## src/rtl/seg7_pkg.sv

```systemverilog
`default_nettype none
// ============================================================================
// Module      : seg7_pkg
// Description : Shared segment patterns (active-low, bit6=g .. bit0=a) and
//               digit-select helpers for the 7-segment encoder/capture pair.
// Revision    : 1.0 - initial release
// ============================================================================
package seg7_pkg;

    localparam int NUM_DIG_DEF = 6;
    localparam int MAX_DIG     = 16;
    localparam int SEL_IDX_W   = 4;

    localparam logic [6:0] SEG_0     = 7'h40;
    localparam logic [6:0] SEG_1     = 7'h79;
    localparam logic [6:0] SEG_2     = 7'h24;
    localparam logic [6:0] SEG_3     = 7'h30;
    localparam logic [6:0] SEG_4     = 7'h19;
    localparam logic [6:0] SEG_5     = 7'h12;
    localparam logic [6:0] SEG_6     = 7'h02;
    localparam logic [6:0] SEG_7     = 7'h78;
    localparam logic [6:0] SEG_8     = 7'h00;
    localparam logic [6:0] SEG_9     = 7'h18;
    localparam logic [6:0] SEG_A     = 7'h08;
    localparam logic [6:0] SEG_B     = 7'h03;
    localparam logic [6:0] SEG_C     = 7'h46;
    localparam logic [6:0] SEG_D     = 7'h21;
    localparam logic [6:0] SEG_E     = 7'h06;
    localparam logic [6:0] SEG_F     = 7'h0E;
    localparam logic [6:0] SEG_BLANK = 7'h7F;

    typedef struct packed {
        logic                 legal;
        logic [SEL_IDX_W-1:0] idx;
    } sel_dec_t;

    // Unused upper bits must be padded with ones (inactive) by the caller.
    function automatic sel_dec_t onehot_low_idx(input logic [MAX_DIG-1:0] sel_n);
        sel_dec_t    res;
        int unsigned n_low;
        res   = '0;
        n_low = 0;
        for (int i = 0; i < MAX_DIG; i++) begin
            if (!sel_n[i]) begin
                n_low++;
                res.idx = SEL_IDX_W'(i);
            end
        end
        res.legal = (n_low == 1);
        return res;
    endfunction

endpackage
`default_nettype wire

```

## src/rtl/seg7_decode.sv

```systemverilog
`default_nettype none
// ============================================================================
// Module      : seg7_decode
// Description : Combinational inverse of the 7-segment encoder table.
// Revision    : 1.0 - initial release
// ============================================================================
module seg7_decode
    import seg7_pkg::*;
(
    input  logic [6:0] i_seg,
    output logic [3:0] o_val,
    output logic       o_hit,
    output logic       o_blank
);

    always_comb begin
        o_val   = 4'h0;
        o_hit   = 1'b1;
        o_blank = 1'b0;
        case (i_seg)
            SEG_0:     o_val = 4'h0;
            SEG_1:     o_val = 4'h1;
            SEG_2:     o_val = 4'h2;
            SEG_3:     o_val = 4'h3;
            SEG_4:     o_val = 4'h4;
            SEG_5:     o_val = 4'h5;
            SEG_6:     o_val = 4'h6;
            SEG_7:     o_val = 4'h7;
            SEG_8:     o_val = 4'h8;
            SEG_9:     o_val = 4'h9;
            SEG_A:     o_val = 4'hA;
            SEG_B:     o_val = 4'hB;
            SEG_C:     o_val = 4'hC;
            SEG_D:     o_val = 4'hD;
            SEG_E:     o_val = 4'hE;
            SEG_F:     o_val = 4'hF;
            SEG_BLANK: begin
                o_hit   = 1'b0;
                o_blank = 1'b1;
            end
            default:   o_hit = 1'b0;
        endcase
    end

endmodule
`default_nettype wire

```

## src/rtl/seg7_scan_capture.sv

```systemverilog
`default_nettype none
// ============================================================================
// Module      : seg7_scan_capture
// Description : Samples the multiplexed active-low segment/select bus, filters
//               scan glitches and reconstructs per-digit values and frames.
// Revision    : 1.0 - initial release
// ============================================================================
module seg7_scan_capture
    import seg7_pkg::*;
#(
    parameter int NUM_DIG    = NUM_DIG_DEF,
    parameter int STABLE_CYC = 4,
    parameter int CNT_W      = 3
) (
    input  logic                 i_clk,
    input  logic                 i_rst_n,
    input  logic                 i_clr,
    input  logic [6:0]           i_seg,
    input  logic [NUM_DIG-1:0]   i_sel,
    output logic [4*NUM_DIG-1:0] o_digits,
    output logic [NUM_DIG-1:0]   o_dig_valid,
    output logic [NUM_DIG-1:0]   o_dig_err,
    output logic [NUM_DIG-1:0]   o_blank,
    output logic [4*NUM_DIG-1:0] o_frame,
    output logic                 o_frame_stb,
    output logic                 o_sel_err
);

    localparam logic [CNT_W-1:0] C_CNT_MAX = CNT_W'(STABLE_CYC - 1);

    logic [6:0]           r_s_seg;
    logic [NUM_DIG-1:0]   r_s_sel;
    logic [CNT_W-1:0]     r_cnt;
    logic                 r_committed;
    logic [NUM_DIG-1:0]   r_seen;
    logic [4*NUM_DIG-1:0] r_digits;
    logic [NUM_DIG-1:0]   r_valid;
    logic [NUM_DIG-1:0]   r_err;
    logic [NUM_DIG-1:0]   r_blank;
    logic [4*NUM_DIG-1:0] r_frame;
    logic                 r_frame_stb;
    logic                 r_sel_err;

    logic                 w_same;
    logic                 w_commit;
    logic                 w_cap;
    logic [MAX_DIG-1:0]   w_sel_pad;
    sel_dec_t             w_sel;
    logic [NUM_DIG-1:0]   w_mask;
    logic [3:0]           w_dec_val;
    logic                 w_dec_hit;
    logic                 w_dec_blank;
    logic [3:0]           w_new_val;
    logic                 w_new_err;
    logic [4*NUM_DIG-1:0] w_digits_nxt;
    logic [NUM_DIG-1:0]   w_seen_nxt;
    logic                 w_frame_done;

    seg7_decode u_decode (
        .i_seg   (r_s_seg),
        .o_val   (w_dec_val),
        .o_hit   (w_dec_hit),
        .o_blank (w_dec_blank)
    );

    assign w_same   = ({i_seg, i_sel} == {r_s_seg, r_s_sel});
    assign w_commit = w_same && (r_cnt == C_CNT_MAX) && !r_committed;

    always_comb begin
        w_sel_pad              = '1;
        w_sel_pad[NUM_DIG-1:0] = r_s_sel;
    end

    assign w_sel     = onehot_low_idx(w_sel_pad);
    assign w_cap     = w_commit && w_sel.legal;
    assign w_mask    = w_cap ? (NUM_DIG'(1) << w_sel.idx) : '0;
    assign w_new_val = w_dec_hit ? w_dec_val : 4'h0;
    assign w_new_err = !w_dec_hit && !w_dec_blank;

    always_comb begin
        w_digits_nxt = r_digits;
        for (int d = 0; d < NUM_DIG; d++) begin
            if (w_mask[d]) begin
                w_digits_nxt[4*d +: 4] = w_new_val;
            end
        end
    end

    assign w_seen_nxt   = r_seen | w_mask;
    assign w_frame_done = w_cap && (&w_seen_nxt);

    always_ff @(posedge i_clk or negedge i_rst_n) begin
        if (!i_rst_n) begin
            r_s_seg     <= '0;
            r_s_sel     <= '0;
            r_cnt       <= '0;
            r_committed <= 1'b0;
            r_seen      <= '0;
            r_digits    <= '0;
            r_valid     <= '0;
            r_err       <= '0;
            r_blank     <= '0;
            r_frame     <= '0;
            r_frame_stb <= 1'b0;
            r_sel_err   <= 1'b0;
        end else if (i_clr) begin
            r_s_seg     <= '0;
            r_s_sel     <= '0;
            r_cnt       <= '0;
            r_committed <= 1'b0;
            r_seen      <= '0;
            r_digits    <= '0;
            r_valid     <= '0;
            r_err       <= '0;
            r_blank     <= '0;
            r_frame     <= '0;
            r_frame_stb <= 1'b0;
            r_sel_err   <= 1'b0;
        end else begin
            r_s_seg <= i_seg;
            r_s_sel <= i_sel;
            // Saturating count plus committed flag: a held pattern commits once.
            if (!w_same) begin
                r_cnt       <= '0;
                r_committed <= 1'b0;
            end else begin
                if (r_cnt != C_CNT_MAX) begin
                    r_cnt <= r_cnt + 1'b1;
                end
                if (w_commit) begin
                    r_committed <= 1'b1;
                end
            end
            r_sel_err   <= w_commit && !w_sel.legal;
            r_frame_stb <= w_frame_done;
            r_digits    <= w_digits_nxt;
            for (int d = 0; d < NUM_DIG; d++) begin
                if (w_mask[d]) begin
                    r_valid[d] <= 1'b1;
                    r_err[d]   <= w_new_err;
                    r_blank[d] <= w_dec_blank;
                end
            end
            if (w_frame_done) begin
                r_frame <= w_digits_nxt;
                r_seen  <= '0;
            end else begin
                r_seen  <= w_seen_nxt;
            end
        end
    end

    assign o_digits    = r_digits;
    assign o_dig_valid = r_valid;
    assign o_dig_err   = r_err;
    assign o_blank     = r_blank;
    assign o_frame     = r_frame;
    assign o_frame_stb = r_frame_stb;
    assign o_sel_err   = r_sel_err;

endmodule
`default_nettype wire

```

## config.mk

```make
export PLATFORM = sky130hd
export DESIGN_NAME = seg7_scan_capture
export DESIGN_NICKNAME = d
export VERILOG_FILES = /design/src/rtl/seg7_pkg.sv /design/src/rtl/seg7_decode.sv /design/src/rtl/seg7_scan_capture.sv
export SDC_FILE = /design/constraint.sdc
export NUM_CORES = 1
export LEC_CHECK = 0
export BUFFER_PORTS_ARGS = -buffer_cell sky130_fd_sc_hd__buf_2
export CELL_PAD_IN_SITES_DETAIL_PLACEMENT = 0
export CELL_PAD_IN_SITES_GLOBAL_PLACEMENT = 1
export CORE_AREA = 2 2 119 109
export DETAILED_ROUTE_END_ITERATION = 10
export DIE_AREA = 0 0 121 111
export MAX_ROUTING_LAYER = met4
export PLACE_DENSITY_LB_ADDON = 0.1
export SLEW_MARGIN = 0
export SYNTH_ARGS = -nofsm -noshare
export SYNTH_HDL_FRONTEND = slang
export SYNTH_SLANG_ARGS = --single-unit
```

## constraint.sdc

```tcl
create_clock -name i_clk -period 4.55 [get_ports i_clk]
set_input_delay 0.2275 -clock i_clk [delete_from_list [all_inputs] [get_ports i_clk]]
set_output_delay 0.2275 -clock i_clk [all_outputs]
set_load 0.02 [all_outputs]
```

### Word-level counts from Yosys, hierarchy flattened

Cells that the tools add are included.

| operators by class | value |
|---|---|
| eq/ne operators | 22 |
| add/sub/neg operators | 6 |
| bitwise logic cells | 1 |
| shifts and indexed selects | 1 |
| multiplexer cells | 58 |
| reductions and logical operators | 20 |

Operators with widths:

| cell | count |
|---|---|
| $add A32 B1 Y32 const B | 5 |
| $mux W32 | 5 |
| $mux W24 | 3 |
| $pmux W4 S15 | 1 |
| $mux W4 | 11 |
| $mux W6 | 7 |
| $eq A7 B7 Y1 const B | 5 |
| $eq A32 B1 Y1 const B | 1 |
| $mux W1 | 27 |
| $eq A7 B5 Y1 const B | 3 |
| $eq A7 B6 Y1 const B | 3 |
| $reduce_or A16 Y1 | 1 |
| $eq A7 B2 Y1 const B | 2 |
| $eq A7 B4 Y1 const B | 2 |
| $reduce_bool A2 Y1 | 7 |
| $eq A13 B13 Y1 | 1 |
| $mux W3 | 3 |
| $ne A3 B2 Y1 const B | 3 |
| $eq A7 B3 Y1 const B | 1 |
| $logic_not A7 Y1 | 1 |
| $mux W7 | 1 |
| $logic_and A1 B1 Y1 | 6 |
| $or A6 B6 Y6 | 1 |
| $reduce_and A6 Y1 | 1 |
| 4 further kinds | 7 |

| word-level totals | value |
|---|---|
| output and inout port bits | 68 |
| logic and storage cells | 135 |
| bits in registers | 91 |

### Depth between registers and ports, before layout

| depth | value |
|---|---|
| depth in word-level cells | 19 |
| gate-level depth with buffers | 20 |
| gate-level depth less buffers | 19 |

### Hierarchy

From an unflattened synthesis, not the netlist that was laid out.

| second synthesis, totals | value |
|---|---|
| cells, all modules | 460 |
| area total of the unflattened synthesis | 4865.9 um^2 |

Modules (own cells, without submodules):

| module | instances | area each (um^2) | cells an instance | sequential area each (um^2) |
|---|---|---|---|---|
| seg7_scan_capture | 1 | 4508.1 | 403 | 2277.2 |
| seg7_decode | 1 | 357.8 | 57 | 0.0 |

### Least setup slack after synthesis

OpenSTA, ideal clock, no wires.

| path | value |
|---|---|
| kind | flip-flop to flip-flop |
| from | reg r_s_sel[1] |
| to | reg r_frame[10] (netlist: o_frame[10]) |
| cell stages (with the launch flop) | 20 |
| period minus slack after synthesis | 4229 ps |
| setup slack | 321 ps |
| arrival time | 4104 ps |
| library setup time | 125 ps |
| data required time | 4425 ps |
| path through | dfrtp_1 -> inv_1 -> ha_1 -> xnor2_1 -> ha_1 -> nand2b_1 -> o31a_1 -> inv_1 -> ha_1 -> nor2_1 -> a21oi_1 -> ha_1 -> nand2b_1 -> xnor2_1 -> xnor2_2 -> a2111oi_4 -> nor2_4 -> nor3_2 -> buf_4 -> mux2_2 |

| between the ends | value |
|---|---|
| longest elaborated chain between the ends | 16 |
| elaborated cells on any way between the ends | 28 |

RTL lines:

| item | RTL line | source |
|---|---|---|
| start, declared | seg7_scan_capture.sv:32 | `logic [NUM_DIG-1:0] r_s_sel;` |
| start signal, assigned | seg7_scan_capture.sv:121 | `r_s_sel <= i_sel;` |
| $mux W32 | seg7_pkg.sv:44 | `if (!sel_n[i]) begin` |
| $add A32 B1 Y32 | seg7_pkg.sv:45 | `n_low++;` |
| $mux W32 | seg7_pkg.sv:44 |  |
| $add A32 B1 Y32 | seg7_pkg.sv:45 |  |
| $mux W32 | seg7_pkg.sv:44 |  |
| $add A32 B1 Y32 | seg7_pkg.sv:45 |  |
| $mux W32 | seg7_pkg.sv:44 |  |
| $add A32 B1 Y32 | seg7_pkg.sv:45 |  |
| $mux W32 | seg7_pkg.sv:44 |  |
| $eq A32 B1 Y1 | seg7_pkg.sv:49 | `res.legal = (n_low == 1);` |
| $logic_and A1 B1 Y1 | seg7_scan_capture.sv:75 | `assign w_cap = w_commit && w_sel.legal;` |
| $mux W6 | seg7_scan_capture.sv:76 | `assign w_mask = w_cap ? (NUM_DIG'(1) << w_sel.idx) : '0;` |
| $or A6 B6 Y6 | seg7_scan_capture.sv:89 | `assign w_seen_nxt = r_seen \| w_mask;` |
| $reduce_and A6 Y1 | seg7_scan_capture.sv:90 | `assign w_frame_done = w_cap && (&w_seen_nxt);` |
| $logic_and A1 B1 Y1 | seg7_scan_capture.sv:90 |  |
| $reduce_bool A2 Y1 (no line) | - |  |
| end signal, assigned | seg7_scan_capture.sv:145 | `r_frame <= w_digits_nxt;` |
| end, declared | seg7_scan_capture.sv:40 | `logic [4*NUM_DIG-1:0] r_frame;` |

Parallel ways exist; a longest one is shown, timed or not. The select of a mux whose other input is x is not followed.
A chain may end at the register's enable or synchronous reset.

### Worst setup path in the final report

| path | value |
|---|---|
| from | reg r_s_sel[1] |
| to | reg r_frame[6] (netlist: o_frame[6]) |

The elaborated chain is that of the path after synthesis.

==> flow_summary.toml <==
[synthesis]
synth.cell_area_sq_mm = 0.004661
avgSynthCellArea_sq_um = 10.52
synth-main-ff-cell = "dfrtp_1"
synth_seq_cells = 91
syn_inst = 443
ys_warn_count = 0
synth.distinct_cells = 59
async_flop_share_pct = 100.0
synth_edf_count = 0
seq_area_frac_synth_pct = 48.86
syn-num-nets = 466

[sta]
maxSlewHeadroom_pct = 54.18
worst_slew_pin_slew_ps = 684.3
max_freq_mhz = 232.2
period_share_pct = 94.64
skew_ps = 6.350
rsz0062_at_grt = "false"
setup_tns_ps = 0
drv_slew = 0
hold_viol = 0
setup_viol = 0
period_minus_slack_ps = 4306

[detailed_routing]
route.detailed.drc = 0
vias = 3547
dr.pass1.iters = 4
routed_wl_microns = 11890
drt-vias-per-instance = 5.141
dr.first_iter.drc_count = 182
postRouteAntennaNets = 0
post_drt_wl_per_cell_microns = 17.23

[global_routing]
grt_start_max_net_pins = 49
overflow = 0
grt_usage_pct = 19.33
grt_pass1_wl_microns = 19470
antenna_found_initial = 0
grt_pass1_vias = 3580

[power_and_ir_drop]
ir_worst_vdd_v = 0.0002585
pwr_density_cell_mw_per_mm2 = 324.5
p_leak_uw = 0.002707

[place]
place_hpwl_microns = 8226
portBuffers = 83
dp_cells = 673
place.gp.congestion = 0.8690

[floorplanning]
die_x_microns = 121
rows = 39
core-area_sq_mm = 0.01235
die_h_microns = 111
boundaryPins = 84
start_util_pct = 37.75
die_area_sq_mm = 0.01343

[worst_setup_path]
crit_fanout = 7
critPathKind = "flop to flop"
crit_slowest_cell = "or3_4"
worstPathCellList = "inv_1 > ha_1 > xnor2_1 > ha_1 > nand2b_1 > o31a_1 > inv_1 > ha_1 > nor2_1 > a21oi_1 > ha_1 > or3_4 > a2111oi_4 > nor2_4 > or3_4 > mux2_4"
cp.arrival_ps = 4540
startpoint_type = "flop"
slowest_delay_ps = 490
crit_required_ps = 4780
crit_path_frequent_cell = "ha_1"
cp-end-kind = "flop"

[clock_tree]
cts.clk_slew.worst_paths_ps = 70
cts.path.max_buffers = 2
cts_sinks = 91
clockRootBuffer = "clkbuf_16"
cts_setup_buffers = 0
numCtsBuffers = 9
htree_levels = 3
cts_tree = "yes"
clock_latency_ps = 350

[run_status]
outcome = "finished, final reports clean"

[layout]
n_antenna_cell = 0
drive_gt1_share_pct = 29.09
area_delta_synth_final_pct = 19.65
stdcell_count = 690
nets = 544

[flow_run]
maxCapViolations = 0

[hold_path]
min_path_type = "input pin to flop"
-- final cells by class --
class | count | area [sq um]
Sequential cell | 91 | 2277
Timing Repair Buffer | 94 | 515.5
Clock buffer | 9 | 225.2
Multi-Input combinational cell | 312 | 2248
Fill cell | 1196 | 6769
Inverter | 13 | 48.80
Tap cell | 164 | 205.2
Clock inverter | 7 | 56.30
-- cells in the mapped netlist (3+ instances only) --
cell	count	area share [%]
or4_1	5	0.81
nor2_1	54	4.3
nor3_1	18	1.9
nor4_1	4	0.54
ha_1	7	1.9
nor3b_1	3	0.48
nand2_1	14	1.1
nor4_2	3	0.81
nand4_1	5	0.67
mux2_2	18	4.3
inv_1	13	1.0
a21oi_1	14	1.5
buf_6	3	0.72
xnor2_1	9	1.7
mux2_4	6	1.9
o21ai_0	13	1.4
nand3_1	14	1.5
buf_2	3	0.32
nor2b_1	41	5.5
clkbuf_1	19	1.5
dfrtp_1	91	49
or3_1	4	0.54
nand2b_1	5	0.67
mux2i_1	23	4.9
xor2_1	10	1.9
-- per-layer routing --
layer,track usage [%],part of all wire [%],wire [microns]
met1,26.25,48,5765
met2,28.65,46,5493
met3,5.813,4.3,506
met4,4.186,1.1,126
met5,-,0,0
-- state kept, by name, indices dropped and copies added, names as in the netlist --
| register | cells |
|---|---|
| o_blank | 6 |
| o_dig_err | 6 |
| o_dig_valid | 6 |
| o_digits | 24 |
| o_frame | 24 |
| o_frame_stb | 1 |
| o_sel_err | 1 |
| r_cnt | 3 |
| r_committed | 1 |
| r_s_seg | 7 |
| r_s_sel | 6 |
| r_seen | 6 |
-- stage by stage --
stage	setup slack (ps)	total power (uW)	utilization (%)	hold WS, ps	area (sq um)
final	244.1	1809	45.17	133.6	5577
after global routing	2.972	1901	45.17	123.3	5577
after CTS	86.18	1817	44.83	126.1	5534
after detailed placement	107.4	1083	42.46	312.8	5243
after global placement	187.6	1081	42.46	294.6	5243
after floorplan	320.8	1006	-	-68.09	4661
-- worst paths after layout --
path | start | end | slack [ps] | depth (start not counted)
max reg2reg | r_s_sel[1]$_DFF_PN0_ | o_frame[6]$_DFFE_PN0P_ | 240 | 16
min in group asynchronous | i_rst_n | o_dig_err[0]$_DFFE_PN0P_ | 460 | 2
min reg2reg | r_committed$_DFFE_PN0P_ | r_committed$_DFFE_PN0P_ | 490 | 2
max | r_s_sel[1]$_DFF_PN0_ | o_frame[6]$_DFFE_PN0P_ | 240 | 16
max in group asynchronous | i_rst_n | o_digits[19]$_DFF_PN0_ | 3040 | 3
min | i_seg[5] | r_s_seg[5]$_DFF_PN0_ | 130 | 2
-- what timing repair did --
action,4_1_cts,5_1_grt
hold endpoints to repair,46,0
setup endpoints to repair,0,24
hold buffers,1,0
resized for setup,0,7
-- power breakdown --
part / total [uW] / leakage, uW / switching, uW / internal (uW)
Combinational: 255 / 0.00131 / 163 / 92.2
Sequential: 833 / 0.00126 / 18.9 / 814
Clock: 721 / 0.000143 / 341 / 380
-- worst max-delay path, delay by kind of cell (launching register included) --
family	cells	cell delay, ps
buffers and inverters	2	190
XOR/XNOR	1	140
flip-flops	1	440
AND/OR/NAND/NOR	5	1180
multiplexers	1	330
AO/OA/AOI/OAI	3	660
adder cells (fa/ha/maj)	4	1250
-- cell usage in the layout, fill, tap and decap left out, drive strengths merged, types with 3 or more instances in the layout --
| cell type | n |
|---|---|
| a21oi | 14 |
| buf | 93 |
| clkbuf | 9 |
| dfrtp | 91 |
| ha | 7 |
| inv | 18 |
| mux2 | 24 |
| mux2i | 23 |
| nand2 | 14 |
| nand2b | 5 |
| nand3 | 14 |
| nand4 | 5 |
| nor2 | 56 |
| nor2b | 41 |
| nor3 | 19 |
| nor3b | 3 |
| nor4 | 7 |
| o21ai | 13 |
| or3 | 5 |
| or4 | 5 |
| xnor2 | 11 |
| xor2 | 10 |
-- kinds of logic (layout without fill, tap and decap cells) --
group,after synthesis,after routing,share of synthesized area (%)
compound gates,51,51,7.597
buf+inv,40,123,3.946
xor+xnor,22,22,4.778
mux,47,47,11.22
fa+ha+maj,7,7,1.879
flops,91,91,48.86
simple gates,185,185,21.72
(Power assumes the default switching activity.)
